--- src/rtl/sys_bridge.sv ---
// sys_bridge: single-outstanding CPU-to-device bridge.
// The bridge decodes one CPU access into data memory (DM) or one of two timers,
// rejects illegal accesses, waits (bounded by TIMEOUT) for the device ready and
// answers the CPU with a one-cycle cpu_ready/cpu_err/cpu_rdata response.
// Ports:
//   clk, reset                       clock, synchronous active-high reset
//   cpu_req/we/addr/wdata/byteen     CPU access request
//   cpu_rdata/ready/err              CPU response (registered)
//   dev_addr/wdata/byteen/we         shared device bus, latched at acceptance
//   dm_sel/t0_sel/t1_sel             one-cycle device strobes
//   dm/t0/t1 _ready, _rdata          device completion and read data
//   t0_irq, t1_irq, hw_int           timer interrupts, registered to the CP0 vector
module sys_bridge #(
  parameter int TIMEOUT = 15
) (
  input  logic        clk,
  input  logic        reset,
  input  logic        cpu_req,
  input  logic        cpu_we,
  input  logic [31:0] cpu_addr,
  input  logic [31:0] cpu_wdata,
  input  logic [3:0]  cpu_byteen,
  output logic [31:0] cpu_rdata,
  output logic        cpu_ready,
  output logic        cpu_err,
  output logic [31:0] dev_addr,
  output logic [31:0] dev_wdata,
  output logic [3:0]  dev_byteen,
  output logic        dev_we,
  output logic        dm_sel,
  output logic        t0_sel,
  output logic        t1_sel,
  input  logic        dm_ready,
  input  logic        t0_ready,
  input  logic        t1_ready,
  input  logic [31:0] dm_rdata,
  input  logic [31:0] t0_rdata,
  input  logic [31:0] t1_rdata,
  input  logic        t0_irq,
  input  logic        t1_irq,
  output logic [5:0]  hw_int
);

  localparam int CNT_W = (TIMEOUT < 2) ? 1 : $clog2(TIMEOUT + 1);

  typedef enum logic [1:0] {IDLE = 2'd0, WAIT = 2'd1, RESP = 2'd2} state_t;
  typedef enum logic [1:0] {TGT_DM = 2'd0, TGT_T0 = 2'd1, TGT_T1 = 2'd2, TGT_NONE = 2'd3} tgt_t;

  state_t             state_q;
  tgt_t               tgt_q;
  logic [CNT_W-1:0]   cnt_q;
  logic [31:0]        cpu_rdata_q;
  logic               cpu_ready_q;
  logic               cpu_err_q;
  logic [31:0]        dev_addr_q;
  logic [31:0]        dev_wdata_q;
  logic [3:0]         dev_byteen_q;
  logic               dev_we_q;
  logic               dm_sel_q;
  logic               t0_sel_q;
  logic               t1_sel_q;
  logic [5:0]         hw_int_q;

  tgt_t               tgt_dec;
  logic               be_ok;
  logic               illegal_dec;
  logic               sel_ready;
  logic [31:0]        sel_rdata;

  // Address/byte-enable decode of the live CPU request (used only in IDLE).
  always_comb begin
    tgt_dec = TGT_NONE;
    if (cpu_addr < 32'h0000_3000)
      tgt_dec = TGT_DM;
    else if (cpu_addr >= 32'h0000_7F00 && cpu_addr <= 32'h0000_7F0B)
      tgt_dec = TGT_T0;
    else if (cpu_addr >= 32'h0000_7F10 && cpu_addr <= 32'h0000_7F1B)
      tgt_dec = TGT_T1;

    case (cpu_byteen)
      4'b1111, 4'b0011, 4'b1100,
      4'b0001, 4'b0010, 4'b0100, 4'b1000: be_ok = 1'b1;
      default:                            be_ok = 1'b0;
    endcase

    // Timers are word-only, and 0x7F08/0x7F18 (timer count) are read-only.
    illegal_dec = (tgt_dec == TGT_NONE) || !be_ok ||
                  ((tgt_dec == TGT_T0 || tgt_dec == TGT_T1) && cpu_byteen != 4'b1111) ||
                  (cpu_we && (cpu_addr == 32'h0000_7F08 || cpu_addr == 32'h0000_7F18));
  end

  // Only the latched target's ready/rdata is ever looked at.
  always_comb begin
    sel_ready = 1'b0;
    sel_rdata = 32'h0;
    case (tgt_q)
      TGT_DM:  begin sel_ready = dm_ready; sel_rdata = dm_rdata; end
      TGT_T0:  begin sel_ready = t0_ready; sel_rdata = t0_rdata; end
      TGT_T1:  begin sel_ready = t1_ready; sel_rdata = t1_rdata; end
      default: begin sel_ready = 1'b0;     sel_rdata = 32'h0;    end
    endcase
  end

  always_ff @(posedge clk) begin
    if (reset) begin
      state_q      <= IDLE;
      tgt_q        <= TGT_NONE;
      cnt_q        <= '0;
      cpu_rdata_q  <= 32'h0;
      cpu_ready_q  <= 1'b0;
      cpu_err_q    <= 1'b0;
      dev_addr_q   <= 32'h0;
      dev_wdata_q  <= 32'h0;
      dev_byteen_q <= 4'h0;
      dev_we_q     <= 1'b0;
      dm_sel_q     <= 1'b0;
      t0_sel_q     <= 1'b0;
      t1_sel_q     <= 1'b0;
      hw_int_q     <= 6'h0;
    end else begin
      hw_int_q    <= {4'b0000, t1_irq, t0_irq};
      // Strobes and the response are single-cycle pulses by default.
      cpu_ready_q <= 1'b0;
      cpu_err_q   <= 1'b0;
      dm_sel_q    <= 1'b0;
      t0_sel_q    <= 1'b0;
      t1_sel_q    <= 1'b0;
      case (state_q)
        IDLE: begin
          if (cpu_req) begin
            dev_addr_q   <= cpu_addr;
            dev_wdata_q  <= cpu_wdata;
            dev_byteen_q <= cpu_byteen;
            dev_we_q     <= cpu_we;
            tgt_q        <= tgt_dec;
            if (illegal_dec) begin
              state_q     <= RESP;
              cpu_ready_q <= 1'b1;
              cpu_err_q   <= 1'b1;
              cpu_rdata_q <= 32'h0;
            end else begin
              state_q  <= WAIT;
              cnt_q    <= CNT_W'(1);
              dm_sel_q <= (tgt_dec == TGT_DM);
              t0_sel_q <= (tgt_dec == TGT_T0);
              t1_sel_q <= (tgt_dec == TGT_T1);
            end
          end
        end
        WAIT: begin
          if (sel_ready) begin
            state_q     <= RESP;
            cpu_ready_q <= 1'b1;
            cpu_err_q   <= 1'b0;
            cpu_rdata_q <= dev_we_q ? 32'h0 : sel_rdata;
          end else if (cnt_q == CNT_W'(TIMEOUT)) begin
            state_q     <= RESP;
            cpu_ready_q <= 1'b1;
            cpu_err_q   <= 1'b1;
            cpu_rdata_q <= 32'h0;
          end else begin
            cnt_q <= cnt_q + CNT_W'(1);
          end
        end
        RESP: begin
          state_q <= IDLE;
          cnt_q   <= '0;
        end
        default: state_q <= IDLE;
      endcase
    end
  end

  assign cpu_rdata  = cpu_rdata_q;
  assign cpu_ready  = cpu_ready_q;
  assign cpu_err    = cpu_err_q;
  assign dev_addr   = dev_addr_q;
  assign dev_wdata  = dev_wdata_q;
  assign dev_byteen = dev_byteen_q;
  assign dev_we     = dev_we_q;
  assign dm_sel     = dm_sel_q;
  assign t0_sel     = t0_sel_q;
  assign t1_sel     = t1_sel_q;
  assign hw_int     = hw_int_q;

endmodule

--- config.mk ---
export PLATFORM = sky130hd
export DESIGN_NAME = sys_bridge
export DESIGN_NICKNAME = d
export VERILOG_FILES = /design/src/rtl/sys_bridge.sv
export SDC_FILE = /design/constraint.sdc
export NUM_CORES = 1
export LEC_CHECK = 0
export CORE_MARGIN = 4
export CORE_UTILIZATION = 30
export CTS_CLUSTER_DIAMETER = 40
export DETAILED_ROUTE_END_ITERATION = 7
export PLACE_DENSITY = 0.76
export SLEW_MARGIN = 15
export SYNTH_ARGS = -nofsm -noshare
export SYNTH_HDL_FRONTEND = slang
export SYNTH_SLANG_ARGS = --single-unit
--- constraint.sdc ---
create_clock -name clk -period 4.6 [get_ports clk]
set_input_delay 0.92 -clock clk [delete_from_list [all_inputs] [get_ports clk]]
set_output_delay 0.92 -clock clk [all_outputs]
set_load 0.03 [all_outputs]
Word level (Yosys, flattened, before mapping)
Cells that the tools add are included.
{"block": "classes", "muxes": 29, "n_reduce_logical": 21, "magnitude_cmp": 5, "n_eq_ne": 24, "bitwise": 2, "n_addsub": 1}
{"cell": "$mux 32", "n": 5}
{"cell": "$pmux 32 s3", "n": 1}
{"cell": "$eq 32x15->1 const B", "n": 2}
{"cell": "$ge 32x15->1 const B", "n": 2}
{"cell": "$le 32x15->1 const B", "n": 2}
{"cell": "$pmux 32 s2", "n": 1}
{"cell": "$lt 32x14->1 const B", "n": 1}
{"cell": "$eq 4x4->1 const B", "n": 4}
{"cell": "$mux 4", "n": 4}
{"cell": "$mux 2", "n": 6}
{"cell": "$pmux 4 s3", "n": 1}
{"cell": "$ne 2x2->1 const B", "n": 5}
{"cell": "$eq 2x2->1 const B", "n": 4}
{"cell": "$eq 4x2->1 const B", "n": 2}
{"cell": "$mux 1", "n": 7}
{"cell": "$reduce_or 7->1", "n": 1}
{"cell": "$eq 2x1->1 const B", "n": 3}
{"cell": "$logic_not 2->1", "n": 3}
{"cell": "$logic_or 1x1->1", "n": 5}
{"cell": "$reduce_and 5->1", "n": 1}
{"cell": "$add 4x1->4 const B", "n": 1}
{"cell": "$eq 4x1->1 const B", "n": 1}
{"cell": "$eq 4x3->1 const B", "n": 1}
{"cell": "$logic_and 1x1->1", "n": 4}
{"cell": "12 further kinds", "n": 15}
{"block": "word_totals", "out_inout_bits": 112, "ff_bits": 120, "input_bits": 173}

Depth between registers and ports, before layout
{"block": "depth", "word_depth": 13, "ltp_mapped": 12}

Worst setup path before layout
No wires, ideal clock.
{"block": "synth_timing", "kind": "input to register", "start": "input port cpu_addr[15]", "end": "register cpu_rdata_q[0] (netlist: cpu_rdata[0])", "setup_time_ps": 72, "path_buffers": 1, "stages": 11, "path_slack_ps": 695, "t_required_ps": 4528, "arrival_time_ps": 3833, "path_cell_list": "or4_1 -> or4_4 -> nor4_1 -> a21boi_0 -> ha_1 -> a21oi_1 -> o32ai_1 -> a21oi_2 -> o21ai_2 -> buf_6 -> mux2i_1"}
{"block": "synth_via", "elab_chain_cells": 12}
{"item": "start: declaration", "line_no": "20", "rtl": "input logic [31:0] cpu_addr,"}
{"item": "$ge 32x15->1 or $le 32x15->1 (tied branches)", "line_no": "77", "rtl": "else if (cpu_addr >= 32'h0000_7F10 && cpu_addr <= 32'h0000_7F1B)"}
{"item": "$logic_and 1x1->1", "line_no": "77"}
{"item": "$mux 1", "line_no": "77"}
{"item": "$mux 2", "line_no": "75", "rtl": "else if (cpu_addr >= 32'h0000_7F00 && cpu_addr <= 32'h0000_7F0B)"}
{"item": "$mux 2 *", "line_no": "73", "rtl": "if (cpu_addr < 32'h0000_3000)"}
{"item": "named net tgt_dec[0]", "line_no": "64", "rtl": "tgt_t tgt_dec;"}
{"item": "$eq 2x1->1 or $eq 2x2->1 (tied branches)", "line_no": "88", "rtl": "((tgt_dec == TGT_T0 || tgt_dec == TGT_T1) && cpu_byteen != 4'b1111) ||"}
{"item": "$logic_or 1x1->1", "line_no": "88"}
{"item": "$logic_and 1x1->1", "line_no": "88"}
{"item": "$logic_or 1x1->1 *", "line_no": "87", "rtl": "illegal_dec = (tgt_dec == TGT_NONE) || !be_ok ||"}
{"item": "$logic_or 1x1->1 *", "line_no": "88"}
{"item": "$ne 2x2->1 (no line) *"}
{"item": "$reduce_and 4->1 (no line) *"}
{"item": "end signal: assignment", "line_no": "155", "rtl": "cpu_rdata_q <= dev_we_q ? 32'h0 : sel_rdata;"}
{"item": "end: declaration", "line_no": "52", "rtl": "logic [31:0] cpu_rdata_q;"}
The timed path passes the listed nets; every way through them passes the cells marked *.
A chain may end at the register's enable or synchronous reset.

Worst setup path in the final report
{"block": "layout_timing", "start": "input port cpu_addr[15]", "end": "register cpu_rdata_q[6] (netlist: cpu_rdata[6])"}
Same word-level chain as after synthesis.

==> qor.yml <==
slew_headroom: 0.231
status: "finished clean"
crit_arrival_ns: 4.69
setup_ws_ns: 0.236
power_leakage_nw: 3.51
gp_congestion: 0.774
setup.worst_path.end_class: "register"
ir_drop_uv: 223
finalClockSkew_ns: 0.00718
synthMuxAreaShare: 0.129
io_buffer_count: 280
initialDrtViolationCount: 213
cts-resized-gates: 0
die_area_um2: 19700
clk_pin_slew_ns: 0.05
maxSlewViolCount: 0
cp_max_fo: 32
numCtsBuffers: 17
layout.nets: 1118
yosysUniqueCellTypes: 43
finalHoldViolations: 0
cts-root-buf: "clkbuf_16"
clkLatencyLatePin_ns: 0.41
async_reset_ff_frac: 0
layout_commonest_cell: "clkdlybuf4s50_1"
overflow: 0
hpwl_mm: 13.8
num_rows: 48
synth_top_family_by_area: "simple AND/OR/NAND/NOR gates"
synthSimpleGateAreaFrac: 0.224
synth_seq_cells: 116
syn_area_per_cell_um2: 7.84
synth_compound_area_frac: 0.133
postCtsHoldBufs: 0
diodes: 0
cts_tree: "done"
vias: 5497
final_cell_mix: "clkdlybuf4s50_1 (279), nand2_1 (239), dfxtp_1 (115)"
fin_util: 0.515
syn_inst: 672
synth_edf_count: 0
layout_min_cycle_time_ns: 4.36
critPathKind: "primary input to register"
yosysSeqAreaShare: 0.441
rsz0062_at_grt: "false"
critPathRequiredTime_ns: 4.93
start_kind: "primary input"
die_h_um: 141
die_w_um: 141
synth_top_area_share: 0.441
tightestPinTransition_ns: 1.15
power.total_mw: 2.97
fmax_mhz: 229
antenna_left: 0
drt-total-wl_mm: 18.5
syn_area_um2: 5270
setup_viol: 0
postCtsSetupRepairBufs: 0
via_per_inst: 4.68
grt_pass1_vias: 5475
antenna_found_initial: 0
ys_warn_count: 0
htree_levels: 4
area_delta_synth_final_pct: 68.4
dp_slack_ns: -0.113
clock_sinks: 116
ys.flop_type: "dfxtp_1"
wire_per_inst_um: 15.7
synth_xor_area_frac: 0
synth_top_cell_by_area: "dfxtp_1"
synthAdderAreaFrac: 0.0190
drive_gt1_frac: 0.0601
grt_max_degree: 80
cap_violations: 0
period_share: 0.949
whs_ns: 0.452
p_per_area_nw_per_um2: 335
start_util: 0.306
ios: 285
post-route-drc-count: 0
grt_pass1_wl_mm: 28.6
drt_pre_antenna_iters: 5
synth_area_leaders: "dfxtp_1 (44%), nand2_1 (17%), mux2i_1 (13%)"
cts.path.max_buffers: 2
grt_usage: 0.181
core_area_um2: 17200
hold_path.class: "register to register"
[cell families (layout without fill, tap and decap cells)]
group,count (synthesis),in the layout
mux,68,68
simple gates,287,287
fa+ha+maj,8,8
compound gates,127,127
flops,116,116
other cells,1,4
buf+inv,65,339
[synth_stat cells, drive strengths merged (4+ instances only)]
library cell,n
mux2i,68
nand2,240
nand3,7
a21oi,73
ha,8
inv,13
nor2b,4
nor2,11
buf,11
clkbuf,41
o21ai,37
dfxtp,116
nor4,5
[final timing paths]
kind / from / to / slack (ns) / depth (start not counted)
worst max-delay path: cpu_addr[15] / cpu_rdata[6] / 0.24 / 12
worst min-delay path: dev_addr[29] / dev_addr[29] / 0.45 / 2
worst max register to register: state_q[0] / cnt_q[0] / 2.23 / 7
worst min register to register: dev_addr[29] / dev_addr[29] / 0.45 / 2
[per-stage QoR]
step	cell area, µm²	setup TNS (ns)	instances
3_5_place_dp	8270	-3.03	1143
2_1_floorplan	5280	0	675
4_1_cts	8870	0	1174
6_report	8870	0	1174
5_1_grt	8870	0	1174
3_3_place_gp	8270	0	1143
[registers in the layout, indices dropped and copies added (netlist names)]
name / count
dm_sel: 1
cpu_ready: 1
cnt_q: 4
t0_sel: 1
dev_wdata: 32
cpu_rdata: 32
hw_int: 2
dev_byteen: 4
dev_addr: 32
tgt_q: 2
dev_we: 1
t1_sel: 1
state_q: 2
cpu_err: 1
[cell type report]
| type | instances | area, µm² |
|---|---|---|
| Clock buffer | 19 | 443 |
| Fill cell | 1603 | 8360 |
| Inverter | 13 | 48.8 |
| Tap cell | 225 | 282 |
| Sequential cell | 116 | 2320 |
| Multi-Input combinational cell | 494 | 2700 |
| Timing Repair Buffer | 295 | 2920 |
| Clock inverter | 12 | 158 |
[layer usage]
metal	vias to the layer above	wire length, µm	global-route usage
li1	2760	-	-
met2	212	8630	0.301
met5	-	0	0
met4	0	254	0.0454
met1	2509	7650	0.209
met3	16	1930	0.0864
[worst max-delay path, stage by stage]
cell,delay [ns]
clkdlybuf4s50_1,0.44
or4_1,0.57
or4_4,0.51
nor4_1,0.29
a21boi_0,0.22
ha_1,0.35
a21oi_1,0.08
o32ai_1,0.47
a21oi_2,0.15
o21ai_4,0.17
buf_12,0.25
mux2i_1,0.22
[report_power, final]
| part | internal [mW] | total, mW | switching (mW) |
|---|---|---|---|
| clock | 0.863 | 1.35 | 0.483 |
| sequential | 1.05 | 1.07 | 0.0229 |
| combinational | 0.274 | 0.554 | 0.281 |
Power figures use the tool's default switching activity.
